## src/rtl/mips_watchdog_timer_param.sv

```systemverilog
// Watchdog for the single-cycle MIPS core: prescaled countdown, windowed kick
// checking and a fixed-length registered core-reset pulse on each bite.
module mips_watchdog_timer_param #(
  parameter int unsigned          CNT_WIDTH      = 16,
  parameter int unsigned          PRESCALE_WIDTH = 8,
  parameter logic [CNT_WIDTH-1:0] DEFAULT_PERIOD = 16'h00FF,
  parameter int unsigned          RST_PULSE_LEN  = 4
) (
  input  logic                 i_clk,
  input  logic                 i_reset,
  input  logic                 i_enable,
  input  logic                 i_wdt_wait_period_w_en,
  input  logic                 i_wdt_window_w_en,
  input  logic                 i_wdt_prescale_w_en,
  input  logic [CNT_WIDTH-1:0] i_wdt_data,
  input  logic                 i_kick,
  input  logic                 i_flag_clr,
  output logic                 o_cpu_reset,
  output logic                 o_timeout_flag,
  output logic                 o_early_kick_flag,
  output logic [CNT_WIDTH-1:0] o_count,
  output logic [1:0]           o_state
);

  localparam int unsigned       BITE_W    = (RST_PULSE_LEN > 1) ? $clog2(RST_PULSE_LEN) : 1;
  localparam logic [BITE_W-1:0] BITE_LAST = BITE_W'(RST_PULSE_LEN - 1);

  typedef enum logic [1:0] {
    S_IDLE = 2'b00,
    S_RUN  = 2'b01,
    S_BITE = 2'b10
  } state_t;

  state_t                    state_q, state_d;
  logic [CNT_WIDTH-1:0]      period_q, period_eff;
  logic [CNT_WIDTH-1:0]      window_q;
  logic [PRESCALE_WIDTH-1:0] prescale_q;
  logic [CNT_WIDTH-1:0]      count_q, count_d;
  logic [PRESCALE_WIDTH-1:0] pre_cnt_q, pre_cnt_d;
  logic [BITE_W-1:0]         bite_cnt_q, bite_cnt_d;
  logic                      cpu_reset_q, cpu_reset_d;
  logic                      timeout_q, early_q;
  logic                      set_timeout, set_early;
  logic                      tick;

  always_comb begin
    // Reloads see a same-cycle period write; a zero period is stored as 1.
    period_eff = period_q;
    if (i_wdt_wait_period_w_en)
      period_eff = (i_wdt_data == '0) ? CNT_WIDTH'(1) : i_wdt_data;

    state_d     = state_q;
    count_d     = count_q;
    pre_cnt_d   = pre_cnt_q;
    bite_cnt_d  = bite_cnt_q;
    cpu_reset_d = cpu_reset_q;
    set_timeout = 1'b0;
    set_early   = 1'b0;
    tick        = (pre_cnt_q == prescale_q);

    unique case (state_q)
      S_IDLE: begin
        count_d     = period_eff;
        pre_cnt_d   = '0;
        cpu_reset_d = 1'b0;
        if (i_enable) state_d = S_RUN;
      end
      S_RUN: begin
        if (!i_enable) begin
          state_d   = S_IDLE;
          count_d   = period_eff;
          pre_cnt_d = '0;
        end else if (i_kick && (count_q > window_q)) begin
          set_early   = 1'b1;
          state_d     = S_BITE;
          cpu_reset_d = 1'b1;
          bite_cnt_d  = '0;
          pre_cnt_d   = '0;
        end else if (i_kick) begin
          count_d   = period_eff;
          pre_cnt_d = '0;
        end else if (tick) begin
          pre_cnt_d = '0;
          if (count_q == CNT_WIDTH'(1)) begin
            count_d     = '0;
            set_timeout = 1'b1;
            state_d     = S_BITE;
            cpu_reset_d = 1'b1;
            bite_cnt_d  = '0;
          end else if (count_q != '0) begin
            count_d = count_q - CNT_WIDTH'(1);
          end
        end else begin
          pre_cnt_d = pre_cnt_q + PRESCALE_WIDTH'(1);
        end
      end
      S_BITE: begin
        if (bite_cnt_q == BITE_LAST) begin
          cpu_reset_d = 1'b0;
          count_d     = period_eff;
          pre_cnt_d   = '0;
          state_d     = i_enable ? S_RUN : S_IDLE;
        end else begin
          bite_cnt_d = bite_cnt_q + BITE_W'(1);
        end
      end
      default: begin
        state_d     = S_IDLE;
        cpu_reset_d = 1'b0;
      end
    endcase
  end

  always_ff @(posedge i_clk or negedge i_reset) begin
    if (!i_reset) begin
      state_q     <= S_IDLE;
      period_q    <= DEFAULT_PERIOD;
      window_q    <= '1;
      prescale_q  <= '0;
      count_q     <= DEFAULT_PERIOD;
      pre_cnt_q   <= '0;
      bite_cnt_q  <= '0;
      cpu_reset_q <= 1'b0;
      timeout_q   <= 1'b0;
      early_q     <= 1'b0;
    end else begin
      state_q     <= state_d;
      period_q    <= period_eff;
      if (i_wdt_window_w_en)   window_q   <= i_wdt_data;
      if (i_wdt_prescale_w_en) prescale_q <= i_wdt_data[PRESCALE_WIDTH-1:0];
      count_q     <= count_d;
      pre_cnt_q   <= pre_cnt_d;
      bite_cnt_q  <= bite_cnt_d;
      cpu_reset_q <= cpu_reset_d;
      // Set beats a coincident clear.
      timeout_q   <= set_timeout | (timeout_q & ~i_flag_clr);
      early_q     <= set_early   | (early_q   & ~i_flag_clr);
    end
  end

  assign o_cpu_reset       = cpu_reset_q;
  assign o_timeout_flag    = timeout_q;
  assign o_early_kick_flag = early_q;
  assign o_count           = count_q;
  assign o_state           = state_q;

endmodule
```

## config.mk

```make
export PLATFORM = sky130hd
export DESIGN_NAME = mips_watchdog_timer_param
export DESIGN_NICKNAME = d
export VERILOG_FILES = /design/src/rtl/mips_watchdog_timer_param.sv
export SDC_FILE = /design/constraint.sdc
export NUM_CORES = 1
export LEC_CHECK = 0
export BUFFER_PORTS_ARGS = -buffer_cell sky130_fd_sc_hd__buf_2
export CORE_AREA = 2 2 89 91
export DETAILED_ROUTE_END_ITERATION = 10
export DIE_AREA = 0 0 91 93
export PLACE_DENSITY = 0.74
export SLEW_MARGIN = 30
export SYNTH_ARGS = -nofsm -noshare
export SYNTH_HDL_FRONTEND = slang
export SYNTH_SLANG_ARGS = --single-unit
```

## constraint.sdc

```tcl
create_clock -name i_clk -period 4.81 [get_ports i_clk]
set_input_delay 0 -clock i_clk [delete_from_list [all_inputs] [get_ports i_clk]]
set_output_delay 0 -clock i_clk [all_outputs]
set_load 0.01 [all_outputs]
```

==> impl_summary.txt, run 1 <==
----------------------------------------------------
[Detailed routing]
  Per-cell via count in the routed design ... slightly below 6
  Average routed wire per standard cell ... roughly 18 um
  Total iterations of the first detailed-routing run ... 4
  Final routed wirelength across all metal layers ... 9759 um
  Remaining routing DRC violations ... 0
  Antenna Violating Nets Remaining ... 0
  Starting DRT DRC Count ... about 150
  Total vias in the final route ... 3168

[Global routing]
  Global route overflow ... 0
  Number of global-route vias before repair ... 3189
  Wire length of the first global-routing pass ... between 15000 and 20000 um
  Global Route Usage Sum ... 0.2451
  Maximum number of pins on one net before global-route repair ... 72
  Antenna violations before repair ... 0

[Clock tree]
  H-tree levels ... 3
  CTS root buffer ... sky130_fd_sc_hd__clkbuf_8
  Clock latency of the later-clocked register in the worst-skew pair ... 0.34 ns
  Clock tree sinks ... approximately 70
  Clock buffers created by TritonCTS ... 9
  CTS tree ... done
  CTS-repair resized insts ... 0
  Number of buffers on the longest clock path ... 2
  Clock slew seen by the registers of the worst setup and hold paths ... roughly 0.080 ns

[Die]
  Row Count ... 32
  Horizontal die dimension ... around 90 um
  Number of top-level design ports ... 45
  Core footprint ... 7527 um^2
  Overall die height ... 93 um
  Starting density of the core ... 0.5351
  Area enclosed by the die boundary ... 8463 um^2

[Yosys]
  Synth Area in Compound Gates ... 0.1852
  Biggest area consumer among synthesized cells ... sky130_fd_sc_hd__dfrtp_1
  Post-synthesis xor/xnor area fraction ... 0.03044
  Simple-gate share of the synthesized area ... 0.1376
  Net count after synthesis ... 426
  Proportion of synthesized chip area in sequential cells ... 0.4511
  Synthesized instance count ... around 380
  Yosys warns ... 0
  Avg Cell Area, Syn ... 10.54 um^2
  Leading cell type by number of instances after synthesis ... sky130_fd_sc_hd__dfrtp_1
  Number of enable-type register cells in the synthesized netlist ... 0
  Most frequently used flop master after synthesis ... sky130_fd_sc_hd__dfrtp_1
  Synth Area in Adders ... 0.06213
  Combinational family with the most area after synthesis ... compound AO/OA/AOI/OAI gates
  Synth top area cells ... sky130_fd_sc_hd__dfrtp_1 24%, sky130_fd_sc_hd__dfstp_2 21%, sky130_fd_sc_hd__mux2_2 6.7%
  Register bit total from synthesis ... 71
  Multiplexer share of the synthesized area ... 0.07704
  Post-synthesis instance area ... 4028 um^2
  Count of unique library cells instantiated by Yosys ... 62
  Async set or reset register ratio after synthesis ... 1.000
  Synth cell count leaders ... 39 x sky130_fd_sc_hd__dfrtp_1, 36 x sky130_fd_sc_hd__inv_1, 32 x sky130_fd_sc_hd__dfstp_2
  Portion of synthesized cell area occupied by the leading cell type ... 0.2423

[Final layout]
  Number of antenna diodes ... 0
  Number of nets in the layout ... slightly below 500
  Share of post-route cells with drive strength above 1 ... 0.3177
  Fillers ... a little over 600
  Number of standard cells in the layout, taps in and fillers out ... 549
  Area overhead of the layout relative to synthesis ... 18.11%

[Power and ir drop]
  Pwr/cell area ... 521.9 nW/um^2
  Max IR drop VDD ... 249.6 uV
  Leakage power ... about 2 nW

[Job]
  Max-cap viol count ... 0

[STA]
  Maximum frequency from static timing analysis ... 347.6 MHz
  RSZ-0062 raised after global routing ... false
  Max Transition Viols Final ... 0
  Period utilisation layout ... 0.5981
  Final worst path period need ... ~2.9 ns
  Total negative setup slack ... 0 ns
  WHS ... 0.06464 ns
  Clock skew ... approximately 0.0073 ns
  Final count of negative-setup-slack endpoints ... 0
  Count of final hold-check violations ... 0
  Transition time at the pin with the least slew margin ... between 0.7 and 0.8 ns
  Worst slew margin ... 0.4675

[Placement]
  Placed Cells incl. Taps ... 513
  Placed wire-length estimate after detailed placement ... 6995 um
  Final Wtd Congestion ... 0.9005
  Count of input and output buffers ... 44

[Setup path]
  Endpoint of the lowest-slack register-to-register path ... o_count[15]$_DFFE_PN0P_
  Maximum fanout count along the critical path ... 22
  Data arrival time of the critical path ... 3.14 ns
  WS Path Type ... reg -> reg
  Critical Path Source Type ... register
  Data required time of the worst path ... around 5.1 ns
  Reg-to-reg critical path startpoint ... o_state[1]$_DFFE_PN0P_
  Worst R2R Setup Slack ... approximately 1.9 ns
  Number of cell instances on the worst register-to-register path ... 5
  Worst Setup End Kind ... register

[Min path]
  Hold Crit Depth ... 2
  Worst Min Path Start ... i_wdt_prescale_w_en
  Kind of path behind the tightest hold check ... in -> reg
  Worst Hold Endpoint ... prescale_q[7]$_DFFE_PN0P_

[Status]
  Result of the run ... completed

----------------------------------------------------
## per-layer routing
layer | track usage | wire length, um
met5 | 0 | 0
met4 | 0.08207 | 116
met3 | 0.04996 | 502
met2 | 0.3790 | 4585
met1 | 0.3471 | 4555
## registers in the layout, summed over array words and instances (netlist names)
register           count
o_state                2
pre_cnt_q              8
o_cpu_reset            1
window_q              16
period_q              16
o_count               16
bite_cnt_q             2
o_early_kick_flag      1
prescale_q             8
o_timeout_flag         1
## critical path, stage by stage, from the launching register on
cell	delay, ns
sky130_fd_sc_hd__dfrtp_1	0.44
sky130_fd_sc_hd__and3b_1	0.76
sky130_fd_sc_hd__nand2b_1	0.64
sky130_fd_sc_hd__a311oi_1	0.59
sky130_fd_sc_hd__a32oi_1	0.19
sky130_fd_sc_hd__o22ai_2	0.17
## repair_timing
item / 4_1_cts / 5_1_grt
endpoints found under the hold margin: 76 / 0
hold buffers: 19 / 0
setup buffers: 0 / 0
## worst max path at each step
stage	startpoint	endpoint	slack [ns]	cells past startpoint
2_1_floorplan	window_q[15]$_DFFE_PN1P_	o_count[12]$_DFFE_PN0P_	2.55	8
3_3_place_gp	o_state[1]$_DFFE_PN0P_	o_count[15]$_DFFE_PN0P_	2.09	5
3_5_place_dp	o_state[1]$_DFFE_PN0P_	o_count[15]$_DFFE_PN0P_	2.02	5
4_1_cts	o_state[1]$_DFFE_PN0P_	o_count[9]$_DFFE_PN0P_	1.99	5
5_1_grt	o_state[1]$_DFFE_PN0P_	o_count[9]$_DFFE_PN0P_	1.65	5
6_report	o_state[1]$_DFFE_PN0P_	o_count[15]$_DFFE_PN0P_	1.93	5
## cells by family after synthesis
kind of cell | count (synthesis)
multiplexers | 28
AO/OA/AOI/OAI | 99
flip-flops | 71
adder cells (fa/ha/maj) | 20
XOR/XNOR | 14
buffers and inverters | 53
AND/OR/NAND/NOR | 97
## area by class of cell
| cell class | instances | area, um^2 | share of cell area |
|---|---|---|---|
| multi-input combinational | 258 | 1983 | 0.4169 |
| sequential | 71 | 1817 | 0.3819 |
| timing repair buffer | 65 | 445.4 | 0.09363 |
| inverter | 37 | 138.9 | 0.02920 |
| clock buffer | 10 | 137.6 | 0.02893 |
| tap | 102 | 127.6 | 0.02683 |
| clock inverter | 6 | 107.6 | 0.02262 |
## where the power goes
group          leakage [nW]  internal, mW  switching [mW]  total, mW
registers             0.822         0.762           0.200      0.962
logic                  1.09         0.393           0.546      0.939
clock network         0.122         0.357           0.225      0.582
total                  2.03          1.51           0.971       2.48
## per-stage QoR
stage	worst slack (ns)	instance area (um^2)	util	total power, mW
2_1_floorplan	2.554	4028	-	1.611
3_3_place_gp	2.088	4294	0.5705	1.850
3_5_place_dp	2.020	4294	0.5705	1.880
4_1_cts	1.993	4730	0.6283	2.478
5_1_grt	1.646	4757	0.6320	2.643
6_report	1.933	4757	0.6320	2.483
## placed cells by master, fill, tap and decap left out, types with 4 or more instances in the layout
cell type	n
sky130_fd_sc_hd__mux2_2	24
sky130_fd_sc_hd__a21oi_1	17
sky130_fd_sc_hd__a22oi_1	6
sky130_fd_sc_hd__mux2i_1	4
sky130_fd_sc_hd__nor4_1	6
sky130_fd_sc_hd__nand2_1	25
sky130_fd_sc_hd__o22ai_2	9
sky130_fd_sc_hd__o21ai_0	23
sky130_fd_sc_hd__nand2b_1	4
sky130_fd_sc_hd__a211oi_1	7
sky130_fd_sc_hd__nand4_1	9
sky130_fd_sc_hd__buf_2	44
sky130_fd_sc_hd__inv_1	36
sky130_fd_sc_hd__nand3_1	6
sky130_fd_sc_hd__clkbuf_8	10
sky130_fd_sc_hd__nor3_1	6
sky130_fd_sc_hd__a32oi_1	5
sky130_fd_sc_hd__xnor2_1	12
sky130_fd_sc_hd__nor2_1	22
sky130_fd_sc_hd__o22ai_1	5
sky130_fd_sc_hd__dfstp_2	32
sky130_fd_sc_hd__dfrtp_1	39
sky130_fd_sc_hd__dlygate4sd3_1	19
sky130_fd_sc_hd__ha_1	20
sky130_fd_sc_hd__o211ai_1	4
No activity file was read; power rests on OpenSTA's default activity.
==> run 2, diff against run 1 <==
Settings changed: ABC_AREA set to 1, CORE_AREA 2 2 89 91 to 2 2 90 92, DIE_AREA 0 0 91 93 to 0 0 92 94.
Clock period 4.81 ns to 2.8 ns, I/O delays scaled along.
==> run 2 against run 1 <==
Area after synthesis up 1.2%. Routed wire length up 0.66%. Sequential share of layout area down 0.55 points. Flip-flop and latch count unchanged. Via count up 14%. Worst setup slack worse by 1.5 ns. Cell count up 30%. Critical path depth up 8. Global-route usage up 0.32 points.
==> impl_summary.txt, run 2 <==
----------------------------------------------------
[Placement]
  Final Wtd Congestion ... 0.8495 (-5.7%)
  Placed Cells incl. Taps ... 675 (+32%)
  Area after DPL ... 4375 um^2 (+1.9%)
  Post-Place Worst Slack ... 0.4453 ns (-1.574 ns)
  Count of input and output buffers ... 44 (unchanged)
  Placed wire-length estimate after detailed placement ... 7099 um (+1.5%)

[Detailed routing]
  Antenna Violating Nets Remaining ... 0 (unchanged)
  Total iterations of the first detailed-routing run ... 4 (unchanged)
  Final routed wirelength across all metal layers ... 9823 um (+0.66%)
  Average routed wire per standard cell ... 13.80 um (-22%)
  Remaining routing DRC violations ... 0 (unchanged)
  Per-cell via count in the routed design ... 5.079 (-12%)
  Total vias in the final route ... 3616 (+14%)
  Starting DRT DRC Count ... 177 (+19%)

[Status]
  Result of the run ... completed

[Die]
  Horizontal die dimension ... 92 um (+1.1%)
  Starting density of the core ... 0.5360 (+0.0009466)
  Row Count ... 32 (unchanged)
  Area enclosed by the die boundary ... 8648 um^2 (+2.2%)
  Overall die height ... 94 um (+1.1%)
  Number of top-level design ports ... 45 (unchanged)
  Core footprint ... 7607 um^2 (+1.1%)

[Clock tree]
  CTS-repair resized insts ... 0 (unchanged)
  CTS tree ... done
  Number of buffers on the longest clock path ... 2 (unchanged)
  Clock tree sinks ... 71 (unchanged)
  Clock latency of the later-clocked register in the worst-skew pair ... 0.36 ns (+0.02 ns)
  Clock slew seen by the registers of the worst setup and hold paths ... 0.08 ns (about the same)
  Clock buffers created by TritonCTS ... 9 (unchanged)
  CTS root buffer ... sky130_fd_sc_hd__clkbuf_8
  H-tree levels ... 3 (unchanged)

[Power and ir drop]
  Max IR drop VDD ... 541.8 uV (+120%)
  Power consumption ... 4.077 mW (+64%)
  Power spent charging and discharging nets ... 1.622 mW (+67%)
  Power share of the sequential group ... 0.383 (-0.005)
  Cell Int Power ... 2.455 mW (+62%)
  Switching share of power ... 0.3977 (+0.006643)
  Pwr/cell area ... 844.6 nW/um^2 (+62%)
  Leakage power ... 2.422 nW (+19%)
  Portion of total power attributed to the clock network ... 0.244 (+0.010)
  Proportion of power drawn by combinational gates ... 0.373 (-0.005)

[Setup path]
  Buf+Inv Stages, Crit Path ... 2 (+2)
  Slowest stage delay, CP ... 0.52 ns (-0.24 ns)
  CP most frequent cell ... sky130_fd_sc_hd__nand2_1
  Data required time of the worst path ... 3.05 ns (-2.02 ns)
  WS Path Type ... reg -> reg
  Cell with the largest stage delay on the worst path ... sky130_fd_sc_hd__dfstp_2
  Worst Setup End Kind ... register
  CP delay by family, top ... simple AND/OR/NAND/NOR gates
  Reg-to-reg critical path startpoint ... window_q[7]$_DFFE_PN1P_
  Worst R2R Setup Slack ... 0.41 ns (-1.52 ns)
  Maximum fanout count along the critical path ... 29 (+32%)
  Critical Path Source Type ... register
  Number of cell instances on the worst register-to-register path ... 13 (+8)
  Crit path from ... window_q[7]$_DFFE_PN1P_
  Data arrival time of the critical path ... 2.63 ns (-0.51 ns)
  Endpoint of the lowest-slack register-to-register path ... o_count[13]$_DFFE_PN0P_
  Path length in cells of the critical path ... 13 (+8)
  Critical-path cell list ... inv_1 > ha_1 > nand2_1 > nor2_1 > nand2_1 > nand2_1 > nand2_1 > nand2_1 > nand3_1 > nand2_2 > inv_1 > nand2_1 > nand2_1

[Min path]
  Worst Hold Endpoint ... prescale_q[2]$_DFFE_PN0P_
  Kind of path behind the tightest hold check ... in -> reg
  Worst Min Path Start ... i_wdt_prescale_w_en
  Hold Crit Depth ... 3 (+1)

[Yosys]
  Count of unique library cells instantiated by Yosys ... 32 (-48%)
  Avg Cell Area, Syn ... 7.565 um^2 (-28%)
  Yosys warns ... 0 (unchanged)
  Net count after synthesis ... 583 (+37%)
  Post-synthesis instance area ... 4078 um^2 (+1.2%)
  Portion of synthesized cell area occupied by the leading cell type ... 0.2393 (-0.002974)
  Biggest area consumer among synthesized cells ... sky130_fd_sc_hd__dfrtp_1
  Leading cell type by number of instances after synthesis ... sky130_fd_sc_hd__nand2_1
  Synthesized instance count ... 539 (+41%)
  Most frequently used flop master after synthesis ... sky130_fd_sc_hd__dfrtp_1
  Async set or reset register ratio after synthesis ... 1.000 (unchanged)
  Synth top area cells ... sky130_fd_sc_hd__dfrtp_1 24%, sky130_fd_sc_hd__dfstp_2 21%, sky130_fd_sc_hd__nand2_1 15%
  Proportion of synthesized chip area in sequential cells ... 0.4455 (-0.005536)
  Synth cell count leaders ... 168 x sky130_fd_sc_hd__nand2_1, 73 x sky130_fd_sc_hd__inv_1, 57 x sky130_fd_sc_hd__o21ai_0
  Number of enable-type register cells in the synthesized netlist ... 0 (unchanged)
  Register bit total from synthesis ... 71 (unchanged)

[STA]
  Maximum frequency from static timing analysis ... 419.0 MHz (+21%)
  Max Transition Viols Final ... 0 (unchanged)
  Clock skew ... 0.01690 ns (+0.009563 ns)
  RSZ-0062 raised after global routing ... false
  Setup slack after layout ... 0.4134 ns (-1.520 ns)
  Final worst path period need ... 2.387 ns (-0.4902 ns)
  Transition time at the pin with the least slew margin ... 0.6844 ns (-0.1144 ns)
  Count of final hold-check violations ... 0 (unchanged)
  WHS ... 0.01284 ns (-0.05179 ns)
  Worst slew margin ... 0.5432 (+0.07577)
  Final count of negative-setup-slack endpoints ... 0 (unchanged)
  Period utilisation layout ... 0.8524 (+0.2543)
  Total negative setup slack ... 0 ns (unchanged)

[Final layout]
  Share of post-route cells with drive strength above 1 ... 0.1934 (-0.1242)
  Area overhead of the layout relative to synthesis ... 18.38%
  Cell area after layout ... 4827 um^2 (+1.5%)
  Number of standard cells in the layout, taps in and fillers out ... 712 (+30%)
  Most common library cell in the layout ignoring fill and taps ... sky130_fd_sc_hd__nand2_1
  Number of antenna diodes ... 0 (unchanged)
  Number of nets in the layout ... 649 (+34%)
  Utilization of the core after routing ... 0.6345 (+0.002558)
  Fillers ... 665 (+7.4%)
  Most frequent cells in the layout ... 168 x sky130_fd_sc_hd__nand2_1, 73 x sky130_fd_sc_hd__inv_1, 57 x sky130_fd_sc_hd__o21ai_0

[Global routing]
  Global route overflow ... 0 (unchanged)
  Met2 layer usage reported by global route ... 0.4210 (+0.04194)
  Maximum number of pins on one net before global-route repair ... 72 (unchanged)
  Wire length of the first global-routing pass ... 16630 um (+2.6%)
  Highest-utilization routing layer at the global route stage ... met2
  Number of global-route vias before repair ... 3575 (+12%)
  Global routing met1 resource utilization ... 0.3148 (-0.03228)
  Met3 Usage GRT ... 0.02809 (-0.02187)
  Antenna violations before repair ... 0 (unchanged)
  Global Route Usage Sum ... 0.2483 (+0.003177)

[Job]
  Max-cap viol count ... 0 (unchanged)

----------------------------------------------------
run 2: cell count changes in the layout (fill, tap and decap cells not counted), moves of 6 or more:
cell / before / now
sky130_fd_sc_hd__xnor2_1: 12 / 4
sky130_fd_sc_hd__o21ai_0: 23 / 57
sky130_fd_sc_hd__a211oi_1: 7 / 0
sky130_fd_sc_hd__nand3_1: 6 / 18
sky130_fd_sc_hd__inv_1: 36 / 73
sky130_fd_sc_hd__nor2_1: 22 / 44
sky130_fd_sc_hd__nand2_1: 25 / 168
sky130_fd_sc_hd__inv_2: 0 / 6
sky130_fd_sc_hd__mux2_2: 24 / 0
sky130_fd_sc_hd__o22ai_2: 9 / 0
sky130_fd_sc_hd__nand2_2: 0 / 6
run 2: timing repair:
item                                   CTS  global route
hold buffers                            21             0
buffers inserted                         0             0
endpoints found under the hold margin   82             0
run 2: how the worst max path moves through the flow:
stage                                    to  slack (ns)
floorplan           o_count[15]$_DFFE_PN0P_        0.93
global placement    o_count[15]$_DFFE_PN0P_        0.56
detailed placement  o_count[15]$_DFFE_PN0P_        0.45
CTS                 o_count[13]$_DFFE_PN0P_        0.42
global route        o_count[13]$_DFFE_PN0P_        0.19
finish              o_count[13]$_DFFE_PN0P_        0.41
run 2: final cells by class:
| class | instances | area (um^2) | share of cell area |
|---|---|---|---|
| multi-input cells | 375 | 1888 | 0.3911 |
| clock buffers | 11 | 131.4 | 0.02722 |
| well taps | 102 | 127.6 | 0.02644 |
| flip-flops and latches | 71 | 1817 | 0.3764 |
| repair buffers | 68 | 456.7 | 0.09461 |
| clock inverters | 5 | 106.4 | 0.02203 |
| inverters | 80 | 300.3 | 0.06221 |
run 2: metal layers:
layer,vias to the layer above,part of all wire
li1,1835,-
met1,1680,0.45
met2,83,0.48
met3,18,0.045
met4,0,0.023
met5,-,0
run 2: power groups by stage:
stage | clock network, mW | logic, mW | registers [mW]
floorplan | 0 | 1.04 | 1.56
global placement | 0 | 1.43 | 1.57
detailed placement | 0 | 1.49 | 1.57
CTS | 1.01 | 1.52 | 1.56
global route | 1.05 | 1.75 | 1.59
finish | 0.995 | 1.52 | 1.56
run 2: kinds of logic after synthesis:
family,synth area share
flip-flops,0.4455
adder cells (fa/ha/maj),0.06137
buffers and inverters,0.09144
AND/OR/NAND/NOR,0.2630
AO/OA/AOI/OAI,0.1194
XOR/XNOR,0.01933
run 2: tightest hold or removal path: cells and delay by family:
kind                   cells  cell delay (ns)
AO/OA/AOI/OAI              1             0.06
buffers and inverters      1             0.19
AND/OR/NAND/NOR            1             0.09
==> run 3, diff against run 2 <==
Settings changed: CTS_BUF_LIST set to sky130_fd_sc_hd__clkbuf_4, HOLD_SLACK_MARGIN set to 0.12.
==> run 3 against run 2 <==
Utilization grew 2.0 points. Total power shrank 2.6%. Flip-flop and latch count is the same. First-iteration DRC count shrank 11%. Clock-buffer cell count is the same. Die area is the same. Sequential power is essentially flat. Cell area grew 3.1%. Largest cell class unchanged. Highest routed layer unchanged.
==> impl_summary.txt, run 3 (synthesis gave the netlist of run 2 again) <==
----------------------------------------------------
[STA]
  Count of final hold-check violations ... 0 (unchanged)
  Period utilisation layout ... 0.8464 (-0.005958)
  Final count of negative-setup-slack endpoints ... 0 (unchanged)
  WHS ... 0.1832 ns (+0.1704 ns)
  Maximum frequency from static timing analysis ... 421.9 MHz (+0.70%)
  Transition time at the pin with the least slew margin ... 0.7062 ns (+0.02178 ns)
  Final worst path period need ... 2.370 ns (-0.01668 ns)
  Setup slack after layout ... 0.4300 ns (+0.01668 ns)
  RSZ-0062 raised after global routing ... false
  Total negative setup slack ... 0 ns (unchanged)
  Clock skew ... 0.03262 ns (+0.01572 ns)
  Max Transition Viols Final ... 0 (unchanged)
  Worst slew margin ... 0.5287 (-0.01454)

[Min path]
  Kind of path behind the tightest hold check ... in -> async

[Clock tree]
  H-tree levels ... 3 (unchanged)
  Post-CTS setup-driven buffer insertion count ... 0 (unchanged)
  Clock buffers created by TritonCTS ... 9 (unchanged)
  Number of buffers on the longest clock path ... 2 (unchanged)
  Clock latency of the later-clocked register in the worst-skew pair ... 0.44 ns (+0.08 ns)
  CTS root buffer ... sky130_fd_sc_hd__clkbuf_4
  CTS tree ... done
  Clock tree sinks ... 71 (unchanged)
  CTS-repair resized insts ... 0 (unchanged)
  Number of hold buffers added after cts ... 41 (+95%)
  Clock slew seen by the registers of the worst setup and hold paths ... 0.12 ns (+0.04 ns)

[Power and ir drop]
  Switching share of power ... 0.4046 (+0.006891)
  Max IR drop VDD ... 566.3 uV (+4.5%)
  Portion of total power attributed to the clock network ... 0.217 (-0.027)
  Leakage power ... 2.486 nW (+2.6%)
  Cell Int Power ... 2.364 mW (-3.7%)
  Power share of the sequential group ... 0.392 (+0.009)
  Pwr/cell area ... 797.7 nW/um^2 (-5.5%)
  Power spent charging and discharging nets ... 1.607 mW (-0.90%)
  Proportion of power drawn by combinational gates ... 0.391 (+0.018)

[Detailed routing]
  Antenna Violating Nets Remaining ... 0 (unchanged)
  Average routed wire per standard cell ... 13.65 um (-1.0%)
  Per-cell via count in the routed design ... 5.130 (+1.0%)
  Total vias in the final route ... 3755 (+3.8%)
  Final routed wirelength across all metal layers ... 9995 um (+1.8%)
  Remaining routing DRC violations ... 0 (unchanged)
  Starting DRT DRC Count ... 158 (-11%)
  Total iterations of the first detailed-routing run ... 5 (+1)

[Global routing]
  Global Route Usage Sum ... 0.2506 (+0.002256)
  Wire length of the first global-routing pass ... 16950 um (+1.9%)
  Number of global-route vias before repair ... 3685 (+3.1%)
  Antenna violations before repair ... 0 (unchanged)
  Maximum number of pins on one net before global-route repair ... 72 (unchanged)
  Global route overflow ... 0 (unchanged)

[Die]
  Area enclosed by the die boundary ... 8648 um^2 (unchanged)
  Starting density of the core ... 0.5360 (unchanged)
  Overall die height ... 94 um (unchanged)
  Row Count ... 32 (unchanged)
  Core footprint ... 7607 um^2 (unchanged)
  Horizontal die dimension ... 92 um (unchanged)
  Number of top-level design ports ... 45 (unchanged)

[Final layout]
  Most common library cell in the layout ignoring fill and taps ... sky130_fd_sc_hd__nand2_1
  Number of antenna diodes ... 0 (unchanged)
  Area overhead of the layout relative to synthesis ... 22.09%
  Most frequent cells in the layout ... 168 x sky130_fd_sc_hd__nand2_1, 73 x sky130_fd_sc_hd__inv_1, 57 x sky130_fd_sc_hd__o21ai_0
  Number of nets in the layout ... 669 (+3.1%)
  Share of post-route cells with drive strength above 1 ... 0.1905 (-0.002966)

[Setup path]
  Data required time of the worst path ... 3.13 ns (+0.08 ns)
  Number of cell instances on the worst register-to-register path ... 16 (+3)
  Critical Path Source Type ... register
  Maximum fanout count along the critical path ... 29 (unchanged)
  WS Path Type ... reg -> reg
  Data arrival time of the critical path ... 2.70 ns (+0.07 ns)
  Worst Setup End Kind ... register

[Placement]
  Count of input and output buffers ... 44 (unchanged)
  Placed wire-length estimate after detailed placement ... 7099 um (unchanged)
  Final Wtd Congestion ... 0.8495 (unchanged)
  Post-Place Worst Slack ... 0.4453 ns (unchanged)

[Job]
  Max-cap viol count ... 0 (unchanged)

[Status]
  Result of the run ... completed

----------------------------------------------------
-- run 3: metrics by stage --
step	area, um^2	total power [mW]	std cells	utilization
after floorplan	4078	2.606	539	-
after global routing	4979	4.293	732	0.6544
after detailed placement	4375	3.059	675	0.5752
after CTS	4975	3.978	732	0.6539
final	4979	3.971	732	0.6544
after global placement	4375	2.995	675	0.5752
-- run 3: power by group through the flow --
stage          Clock, mW  Combinational (mW)  Sequential, mW
4_1_cts            0.870                1.55            1.55
2_1_floorplan          0                1.04            1.56
5_1_grt            0.909                1.79            1.59
6_report           0.862                1.55            1.56
3_5_place_dp           0                1.49            1.57
3_3_place_gp           0                1.43            1.57
-- run 3: layer usage --
metal	track usage	routed length (um)	up-vias
met5	0	0	-
met4	0.1169	301	0
met3	0.02568	469	25
met2	0.4301	4859	95
met1	0.3201	4365	1759
li1	-	-	1876
-- run 3: layout make-up --
cell class | count | area (um^2)
multi-input cells | 375 | 1888
flip-flops and latches | 71 | 1817
repair buffers | 88 | 656.9
inverters | 80 | 300.3
fillers | 645 | 2629
clock inverters | 5 | 106.4
well taps | 102 | 127.6
clock buffers | 11 | 82.58
-- run 3: worst paths after layout --
path	slack, ns	end	from
max	0.43	o_count[13]$_DFFE_PN0P_	o_count[0]$_DFFE_PN1P_
min	0.18	prescale_q[4]$_DFFE_PN0P_	i_reset
max reg2reg	0.43	o_count[13]$_DFFE_PN0P_	o_count[0]$_DFFE_PN1P_
min reg2reg	0.49	window_q[3]$_DFFE_PN1P_	window_q[3]$_DFFE_PN1P_
max in group asynchronous	2.14	pre_cnt_q[5]$_DFFE_PN0P_	i_reset
min in group i_clk	0.33	prescale_q[2]$_DFFE_PN0P_	i_wdt_data[2]
-- run 3: worst max-delay path, cell delays in order, from the launching register on --
cell	delay, ns
sky130_fd_sc_hd__dfstp_2	0.58
sky130_fd_sc_hd__inv_1	0.10
sky130_fd_sc_hd__ha_1	0.21
sky130_fd_sc_hd__inv_1	0.05
sky130_fd_sc_hd__nand2_1	0.04
sky130_fd_sc_hd__nand2_1	0.05
sky130_fd_sc_hd__nand2_1	0.04
sky130_fd_sc_hd__nand2_1	0.05
sky130_fd_sc_hd__nand2_1	0.04
sky130_fd_sc_hd__nand2_1	0.09
sky130_fd_sc_hd__nand2_1	0.06
sky130_fd_sc_hd__nand2_1	0.08
sky130_fd_sc_hd__nand3_1	0.12
sky130_fd_sc_hd__nand2_2	0.46
sky130_fd_sc_hd__inv_1	0.17
sky130_fd_sc_hd__nand2_1	0.10
sky130_fd_sc_hd__nand2_1	0.05
